`src/rtl/hazard_dest_pipe.sv`:
```
// hazard_dest_pipe: producer side of the EX/MEM forwarding interface.
// Carries destination-register and write-control fields from ID through EX
// and MEM (and WB when WB_FWD_EN is defined), detects load-use hazards,
// inserts bubbles, honours branch flush and global memory stall, drives the
// PC / IF/ID write enables and keeps a saturating stall-cycle counter.
// Optional feature macro: WB_FWD_EN (adds wb_rd / wb_reg_write outputs).
module hazard_dest_pipe #(
    parameter int RD_W  = 5,
    parameter int CNT_W = 16
) (
    input  logic             clk,
    input  logic             rst,
    input  logic             id_valid,
    input  logic [RD_W-1:0]  id_rs,
    input  logic [RD_W-1:0]  id_rt,
    input  logic [RD_W-1:0]  id_rd,
    input  logic             id_reg_write,
    input  logic             id_mem_read,
    input  logic             id_uses_rt,
    input  logic             flush_ex,
    input  logic             ext_stall,
    output logic [RD_W-1:0]  ex_rd,
    output logic             ex_reg_write,
    output logic             ex_mem_read,
    output logic [RD_W-1:0]  mem_rd,
    output logic             mem_reg_write,
`ifdef WB_FWD_EN
    output logic [RD_W-1:0]  wb_rd,
    output logic             wb_reg_write,
`endif
    output logic             pc_write,
    output logic             if_id_write,
    output logic             lu_stall,
    output logic [1:0]       state,
    output logic [CNT_W-1:0] stall_cnt
);

    typedef enum logic [1:0] {
        RUN  = 2'd0,
        LU   = 2'd1,
        HOLD = 2'd2
    } state_t;

    state_t state_q;
    state_t state_d;

    logic hz;
    logic advance;
    logic bubble;
    logic id_write_live;
    logic id_load_live;

    assign state = state_q;

    // A $zero destination is never carried as a live write.
    assign id_write_live = id_valid & id_reg_write & (id_rd != '0);
    assign id_load_live  = id_valid & id_mem_read;

    // Load in EX whose destination is read by the instruction in ID.
    assign hz = id_valid & ex_mem_read & ex_reg_write &
                ((ex_rd == id_rs) | (id_uses_rt & (ex_rd == id_rt)));

    // State register.
    always_ff @(posedge clk or posedge rst) begin
        if (rst) begin
            state_q <= RUN;
        end else begin
            state_q <= state_d;
        end
    end

    // Next-state and enables; priority ext_stall > flush_ex > hazard > advance.
    always_comb begin
        state_d     = RUN;
        pc_write    = 1'b1;
        if_id_write = 1'b1;
        lu_stall    = 1'b0;
        advance     = 1'b1;
        bubble      = 1'b0;
        if (ext_stall) begin
            state_d     = HOLD;
            pc_write    = 1'b0;
            if_id_write = 1'b0;
            advance     = 1'b0;
        end else if (flush_ex) begin
            bubble = 1'b1;
        end else if (hz) begin
            state_d     = LU;
            pc_write    = 1'b0;
            if_id_write = 1'b0;
            lu_stall    = 1'b1;
            bubble      = 1'b1;
        end
    end

    // Stage registers: EX from ID (or bubble), MEM from EX, all held on ext_stall.
    always_ff @(posedge clk or posedge rst) begin
        if (rst) begin
            ex_rd         <= '0;
            ex_reg_write  <= 1'b0;
            ex_mem_read   <= 1'b0;
            mem_rd        <= '0;
            mem_reg_write <= 1'b0;
        end else if (advance) begin
            if (bubble) begin
                ex_rd        <= '0;
                ex_reg_write <= 1'b0;
                ex_mem_read  <= 1'b0;
            end else begin
                ex_rd        <= id_rd;
                ex_reg_write <= id_write_live;
                ex_mem_read  <= id_load_live;
            end
            mem_rd        <= ex_rd;
            mem_reg_write <= ex_reg_write;
        end
    end

`ifdef WB_FWD_EN
    // WB stage fields for the third forwarding source.
    always_ff @(posedge clk or posedge rst) begin
        if (rst) begin
            wb_rd        <= '0;
            wb_reg_write <= 1'b0;
        end else if (advance) begin
            wb_rd        <= mem_rd;
            wb_reg_write <= mem_reg_write;
        end
    end
`endif

    // Saturating count of load-use and external stall cycles.
    always_ff @(posedge clk or posedge rst) begin
        if (rst) begin
            stall_cnt <= '0;
        end else if ((lu_stall | ext_stall) && (stall_cnt != '1)) begin
            stall_cnt <= stall_cnt + 1'b1;
        end
    end

endmodule

```
`config.mk`:
```
export PLATFORM = sky130hd
export DESIGN_NAME = hazard_dest_pipe
export DESIGN_NICKNAME = d
export VERILOG_FILES = /design/src/rtl/hazard_dest_pipe.sv
export SDC_FILE = /design/constraint.sdc
export NUM_CORES = 1
export LEC_CHECK = 0
export ABC_AREA = 1
export ABC_CLOCK_PERIOD_IN_PS = 2400
export CELL_PAD_IN_SITES_DETAIL_PLACEMENT = 0
export CELL_PAD_IN_SITES_GLOBAL_PLACEMENT = 1
export CORE_MARGIN = 5
export CORE_UTILIZATION = 39
export DETAILED_ROUTE_END_ITERATION = 8
export DONT_BUFFER_PORTS = 1
export GPL_TIMING_DRIVEN = 0
export PLACE_DENSITY = 0.74
export SLEW_MARGIN = 15
export SYNTH_ARGS = -nofsm -noshare
export SYNTH_HDL_FRONTEND = slang
export SYNTH_SLANG_ARGS = --single-unit
```
`constraint.sdc`:
```
create_clock -name clk -period 2.4 [get_ports clk]
set_input_delay 0.72 -clock clk [delete_from_list [all_inputs] [get_ports clk]]
set_output_delay 0.72 -clock clk [all_outputs]
set_load 0.02 [all_outputs]
```
### Word-level counts from Yosys, hierarchy flattened

Cells that the tools add are included.

* $add $sub $neg: 1
* equality and inequality tests: 3
* multiplexer cells: 14
* bitwise operators: 9
* reduce and logical (&&, ||, !) cells: 2

Operators by type and width (count)
* 16-bit by 1-bit adder with 16-bit output (second input constant): 1
* 16-bit != test (second input constant): 1
* 1-bit two-way mux: 12
* 5-bit == test: 2
* 1-bit AND: 7
* 5-bit two-way mux: 1
* 5-bit nonzero test: 1
* 2-bit two-way mux: 1
* 1-bit bitwise OR: 2
* 1-bit logical AND: 1

* bits in registers: 31
* word-level logic and storage cells: 36

### Longest topological paths before layout

Gate-level depths: netlist of the first run.

* word-level depth: 9
* mapped depth: 12
* depth with buffers taken out: 11

### Worst setup path before layout of the first run

No wires, ideal clock.

* path kind: input port to output port
* start point: input port id_rs[4]
* end point: output port pc_write
* arrival: 1721 ps
* path slack: -41 ps
* cell stages on the path: 11
* buffers on the path: 2
* cell sequence: inv_1 -> nand2_1 -> nand2_1 -> nor2_1 -> nand3_1 -> nand2_1 -> nand3_1 -> nand2_1 -> buf_4 -> inv_1 -> buf_4

* longest elaborated chain between the ends: 6

RTL lines
* start: declaration: line 14 `input logic [RD_W-1:0] id_rs,`
* 5-bit == test: line 61 `((ex_rd == id_rs) | (id_uses_rt & (ex_rd == id_rt)));`
* 1-bit bitwise OR: line 61
* 1-bit AND: line 60 `assign hz = id_valid & ex_mem_read & ex_reg_write &`
* 1-bit two-way mux (3 in a row)
* end: declaration: line 31 `output logic pc_write,`

Every way passes these cells.

### Final worst setup path of the first run

* start point: register ex_rd[0]
* end point: output port pc_write

* longest elaborated chain between the ends: 7
* elaborated cells on any way between the ends: 8
* those cells by class: eq/ne: 2; mux: 3; bitwise: 3

RTL lines
* start: declaration: line 22 `output logic [RD_W-1:0] ex_rd,`
* start signal: assignment: line 110 `ex_rd <= id_rd;`
* 5-bit == test: line 61
* 1-bit AND: line 61
* 1-bit bitwise OR *: line 61
* 1-bit AND *: line 60
* 1-bit two-way mux * (3 in a row)

Mark *: on every way between the ends. The rest lies on a longest branch, timed or not.

==> results of run 1 <==
==> synth_stat cells, drive strengths merged <==
master / number
inv: 30
dfrtp: 31
a32oi: 1
nand2: 94
ha: 1
o21a: 1
nand4: 7
nor3: 3
a21oi: 1
buf: 5
nand3: 27
nor2: 18
xor2: 4
clkbuf: 2
o21ai: 10
xnor2: 7
==> power by group through the flow <==
stage          registers (mW)  clock network [mW]  logic [mW]
4_1_cts                 0.731               0.383       0.188
2_1_floorplan           0.715                   0       0.146
3_5_place_dp            0.741                   0       0.173
3_3_place_gp            0.739                   0       0.171
6_report                0.729               0.369       0.190
5_1_grt                 0.744               0.411       0.223
==> routing by layer <==
| metal | global-route usage (%) | part of all wire [%] | routed length (um) |
|---|---|---|---|
| met1 | 21.3 | 48 | 2030 |
| met2 | 20.9 | 43 | 1840 |
| met3 | 4.63 | 7.5 | 315 |
| met4 | 5.67 | 1.2 | 50 |
| met5 | 0 | 0 | 0 |
==> how the worst max path moves through the flow <==
| stage | from | end | depth (start not counted) |
|---|---|---|---|
| 4_1_cts | ex_rd[1] | pc_write | 11 |
| 5_1_grt | ex_rd[0] | pc_write | 10 |
| 3_5_place_dp | id_rs[4] | pc_write | 11 |
| 6_report | ex_rd[0] | pc_write | 10 |
| 3_3_place_gp | id_rs[0] | pc_write | 11 |
| 2_1_floorplan | id_rs[4] | pc_write | 11 |
==> worst max-delay path, cell delays in order, from the launching register on <==
cell	delay, ps
dfrtp_2	460
inv_2	70
nand2_1	60
nand2_1	50
nor2_1	100
nand3_1	90
nand2_2	110
nand3_4	90
nand2_4	120
inv_6	50
buf_6	120
==> cell families after synthesis <==
group                      share of synthesized area (%)
AOI/OAI and AO/OA                                   4.02
xor gates and xnor gates                            5.43
adders and majority gates                          0.705
buffers and inverters                               8.96
DFF                                                 43.7
and+or+nand+nor                                     37.2
==> registers in the layout (all words and copies together), names as in the netlist <==
register,flops
ex_reg_write,1
stall_cnt,16
ex_rd,5
ex_mem_read,1
state,2
mem_reg_write,1
mem_rd,5
==> what timing repair did <==
| action | 4_1_cts | 5_1_grt |
|---|---|---|
| setup endpoints to repair | 3 | 3 |
| pin swaps | 5 | 4 |
| buffers inserted | 6 | 2 |
| resized for setup | 11 | 4 |
==> final cells by class <==
cell class	instances	area, um^2
Timing Repair Buffer	8	60.1
Clock buffer	6	72.6
Buffer	6	42.5
Sequential cell	31	782
Multi-Input combinational cell	174	867
Inverter	30	118
Fill cell	468	2380
Tap cell	52	65.1
==> results.ini, run 1 <==
[cells_and_area]
finalNetCount = 280
final_layout_size_suffix_gt1_share_pct = 16.5
final_common_cell = nand2_1
antenna-diode-count = 0
final_cell_mix = nand2_1 (91), dfrtp_1 (26), nand3_1 (23)
postLayoutCoreUtil_pct = 45.8
area_growth_syn_to_layout_pct = 13.1
fin_cells = 307
design_area_um2 = 2010

[critical_path]
r2r_setup_slack_ps = 460
reg2reg_from = stall_cnt[0]
required_ps = 1680
regToRegEndpoint = stall_cnt[2]
path_max_fanout = 4
arrival_ps = 1610
crit_path_end_kind = primary output
cp-start-kind = flop
r2r_cells = 9
worst-setup-path-type = reg -> out

[synthesis]
syn_inst = 242
yosys.area.top_type = dfrtp_1
yosysUniqueCellTypes = 25
netlist_area_um2 = 1770
synth_nets = 266
yosysWarnings = 0
synth-seq-cells = 31
post-synth-top-area-fraction_pct = 43.7
seq_area_frac_synth_pct = 43.7
netlist_top_cells_area = dfrtp_1 (44%), nand2_1 (20%), nand3_1 (6.8%), inv_1 (5.1%), xnor2_1 (3.5%)
postSynthAreaPerCell_um2 = 7.33

[detailed_routing]
viasPerCell = 4.84
ant_nets = 0
dr_total_vias = 1487
wl_per_cell_um = 13.8
first_pass_iters = 4
drcViolationCount = 0
wl_mm = 4.23
drt_iter0_drc = 94

[global_routing]
antenna_found_initial = 0
grt_max_degree = 32
grt_pass1_wl_mm = 7.16
overflow = 0
gr-usage-all-layers_pct = 14.9
grt_pass1_vias = 1418

[timing]
hold_viol = 0
maxSlewHeadroom_pct = 55.6
rsz0062_at_grt = yes
period_needed_ps = 2330
worst_pin_slew_ps = 664
timing.hold.ws_ps = 419
max_freq_ghz = 0.429
finClkSkew_ps = 4.74
min_period_over_period_pct = 97.0
tns_ps = 0
setup_slack_ps = 70.8
setup_viol = 0
slew_violations = 0

[run]
max_cap_violations = 0

[clock_network]
path_clk_slew_ps = 60
cts_hold_buf = 0
cts_made_buffers = 5
worstSkewPairLatency_ps = 270
cts.sinks = 31
clock-root-buffer = clkbuf_8
clockBufferDepth = 2
cts_tree = done
htreeDepth = 2

[pwr]
power.density_nw_per_um2 = 641
ir_drop_v = 0.000597
p_leak_nw = 1.03
seq_power_share_pct = 56.6
switching_power_mw = 0.431
power_frac_comb_pct = 14.7
switching_share_pct = 33.5
clock_power_share_pct = 28.7
total_power_mw = 1.29
p_int_mw = 0.856

[place]
post_dp_cell_area_um2 = 1840
place.gp.congestion = 0.800
place_ws_ps = -140
portBuffers = 0
place_inst = 294
hpwl_mm = 3.12

[floorplan]
start_util_pct = 40.5
die-area_um2 = 6000
fp.dieW_um = 77.5
rows = 24
dieHeight_um = 77.5
core_um2 = 4380
ios = 57

[status]
outcome = complete, no violations

[hold_path]
hp-class = in -> async

(Power assumes the default switching activity.)
==> run 2, diff against run 1 <==
ABC_CLOCK_PERIOD_IN_PS = 2500   (was 2400)
clock period = 2.5 ns   (was 2.4 ns; I/O delays follow)
==> run 2 against run 1 <==
  * The run now ends with setup timing left
  * Count of clock-buffer cells in the layout did not move
  * Clock power rose by 40%
  * Setup slack got worse by 82 ps
  * Via count rose by 1.6%
  * Non-clock buffer count did not move
  * Final area rose by 2.6%
  * Clock skew barely moved
  * Utilization rose by 1.2 points
  * Global-route usage barely moved
  * Critical path type unchanged
  * Largest cell class unchanged
  * Largest power group unchanged
==> results.ini, run 2 (synthesis gave the netlist of run 1 again) <==
[status]
outcome = complete, but fails checks  ; was complete, no violations
violations = setup timing

[detailed_routing]
drt_iter0_drc = 46  ; was 94
viasPerCell = 4.89  ; was 4.84
dr_total_vias = 1511  ; was 1,487
ant_nets = 0  ; unchanged
wl_per_cell_um = 13.9  ; was 13.8 um
wl_mm = 4.30  ; was 4.23 mm
drcViolationCount = 0  ; unchanged
first_pass_iters = 4  ; unchanged

[cells_and_area]
final_common_cell = nand2_1  ; unchanged
reg_top3 = stall_cnt: 16 flops, ex_rd: 5 flops, mem_rd: 5 flops  ; unchanged
design_area_um2 = 2060  ; was 2010 um^2
seqCellArea_um2 = 782  ; unchanged
postLayoutCoreUtil_pct = 46.9  ; was 45.8%
area_growth_syn_to_layout_pct = 16.0  ; was 13.1%
largest_register_ffs = 16  ; unchanged
final_layout_size_suffix_gt1_share_pct = 17.5  ; was 16.5%
final_cell_mix = nand2_1 (90), dfrtp_1 (26), nand3_1 (23)  ; was nand2_1 (91), dfrtp_1 (26), nand3_1 (23)
antenna-diode-count = 0  ; unchanged
top_register = stall_cnt  ; unchanged
multi_input_area_um2 = 872  ; was 867 um^2
fillers = 488  ; was 468
finalNetCount = 280  ; unchanged

[global_routing]
grt_max_degree = 32  ; unchanged
overflow = 0  ; unchanged
gr-usage-all-layers_pct = 14.9  ; about the same
grt_pass1_wl_mm = 7.19  ; was 7.16 mm
antenna_found_initial = 0  ; unchanged
grt_pass1_vias = 1437  ; was 1,418

[clock_network]
htreeDepth = 2  ; unchanged
cts.sinks = 31  ; unchanged
clock-root-buffer = clkbuf_8  ; unchanged
path_clk_slew_ps = 70  ; was 60 ps
worstSkewPairLatency_ps = 280  ; was 270 ps
cts_tree = done  ; unchanged
cts_made_buffers = 5  ; unchanged
clockBufferDepth = 2  ; unchanged

[place]
place.gp.congestion = 0.783  ; was 0.800
post_dp_cell_area_um2 = 1840  ; unchanged
hpwl_mm = 3.18  ; was 3.12 mm
portBuffers = 0  ; unchanged
place_ws_ps = -156  ; was -140 ps

[timing]
max_freq_ghz = 0.398
maxSlewHeadroom_pct = 57.0  ; was 55.6%
finClkSkew_ps = 5.21  ; was 4.74 ps
setup_viol = 1  ; was 0
hold_viol = 0  ; unchanged
rsz0062_at_grt = yes  ; unchanged
tns_ps = -11.4  ; was 0 ps
setup_slack_ps = -11.4  ; was 70.8 ps
worst_pin_slew_ps = 645  ; was 664 ps
slew_violations = 0  ; unchanged
period_needed_ps = 2510
min_period_over_period_pct = 100

[critical_path]
crit_path_max_incr_delay_ps = 460  ; about the same
crit_path_end_kind = primary output  ; unchanged
crit_path_top_delay_cell = dfrtp_2  ; unchanged
path_delay_family = simple AND/OR/NAND/NOR gates  ; unchanged
path_max_fanout = 4  ; unchanged
cp-start-kind = flop  ; unchanged
arrival_ps = 1760  ; was 1610 ps
required_ps = 1750  ; was 1680 ps
path_cells = inv_2, nand2_2, nand2_1, nor2_1, nand3_1, nand2_2, nand3_4, nand2_4, clkinvlp_4, buf_6  ; was inv_2, nand2_1, nand2_1, nor2_1, nand3_1, nand2_2, nand3_4, nand2_4, inv_6, buf_6
crit_top_cell = nand2_2  ; was nand2_1
cp_num_buf_inv = 3  ; unchanged
worst-setup-path-type = reg -> out  ; unchanged

[floorplan]
rows = 24  ; unchanged
die-area_um2 = 6000  ; unchanged
core_um2 = 4380  ; unchanged
start_util_pct = 40.5  ; unchanged
ios = 57  ; unchanged
fp.dieW_um = 77.5  ; unchanged
dieHeight_um = 77.5  ; unchanged

[pwr]
total_power_mw = 1.40  ; was 1.29 mW
power.density_nw_per_um2 = 678  ; was 641 nW/um^2
ir_drop_v = 0.000342  ; was 0.000597 V
p_leak_nw = 1.05  ; was 1.03 nW

[hold_path]
hp-class = in -> async  ; unchanged

[run]
max_cap_violations = 0  ; unchanged

-- run 2: cell types whose count changed in the layout (fill, tap and decap cells not counted), sizes merged --
cell,delta
bufinv,+1
clkinv,+1
clkinvlp,+1
inv,-1
-- run 2: metal layers --
layer	GRT usage, %	wire, um	vias to the layer above
li1	-	-	787
met1	20.1	2050	669
met2	21.5	1810	47
met3	5.79	355	8
met4	5.67	83	0
met5	0	0	-
-- run 2: where the power goes --
part,switching [mW],internal (mW)
clock,0.193,0.322
sequential,0.146,0.554
combinational,0.0997,0.0805
-- run 2: final timing paths --
kind,from,to,slack (ps),cells after the start
min in group clk,ext_stall,state[1],490,0
hold / removal,rst,stall_cnt[11],430,1
setup reg to reg,stall_cnt[0],stall_cnt[6],550,9
max in group asynchronous,rst,ex_rd[4],1610,1
setup / recovery,ex_rd[0],pc_write,-10,10
hold reg to reg,mem_reg_write,mem_reg_write,630,2
-- run 2: area by class of cell --
| class | instances | share of cell area, % |
|---|---|---|
| Buffer | 6 | 2.07 |
| Clock buffer | 6 | 4.01 |
| Clock inverter | 2 | 1.70 |
| Inverter | 30 | 5.78 |
| Multi-Input combinational cell | 174 | 42.4 |
| Sequential cell | 31 | 38.0 |
| Tap cell | 52 | 3.16 |
| Timing Repair Buffer | 8 | 2.92 |
-- run 2: timing repair --
item / 4_1_cts / 5_1_grt
setup buffers: 6 / 2
resized for setup: 11 / 5
hold buffers: 0 / 0
endpoints found under the setup margin: 3 / 3
pin swaps: 3 / 4
-- run 2: worst register-to-register path, stage by stage (launching register included) --
cell and delay (ps):
dfrtp_1 510, ha_1 260, nand3_2 110, inv_2 100, nand3_1 150, nor2_4 200
nand3_4 130, buf_2 220, nand3_1 100, nand2_1 60
-- run 2: through the flow --
| stage | hold WS, ps | cells |
|---|---|---|
| 2_1_floorplan | 592 | 242 |
| 3_3_place_gp | 614 | 294 |
| 3_5_place_dp | 623 | 294 |
| 4_1_cts | 457 | 308 |
| 5_1_grt | 475 | 309 |
| 6_report | 433 | 309 |
==> run 3, diff against run 2 <==
CAP_MARGIN = 5   (was unset)
==> results of run 3 <==
Same layout as run 2: the final DEF is identical, and so are final timing and power.
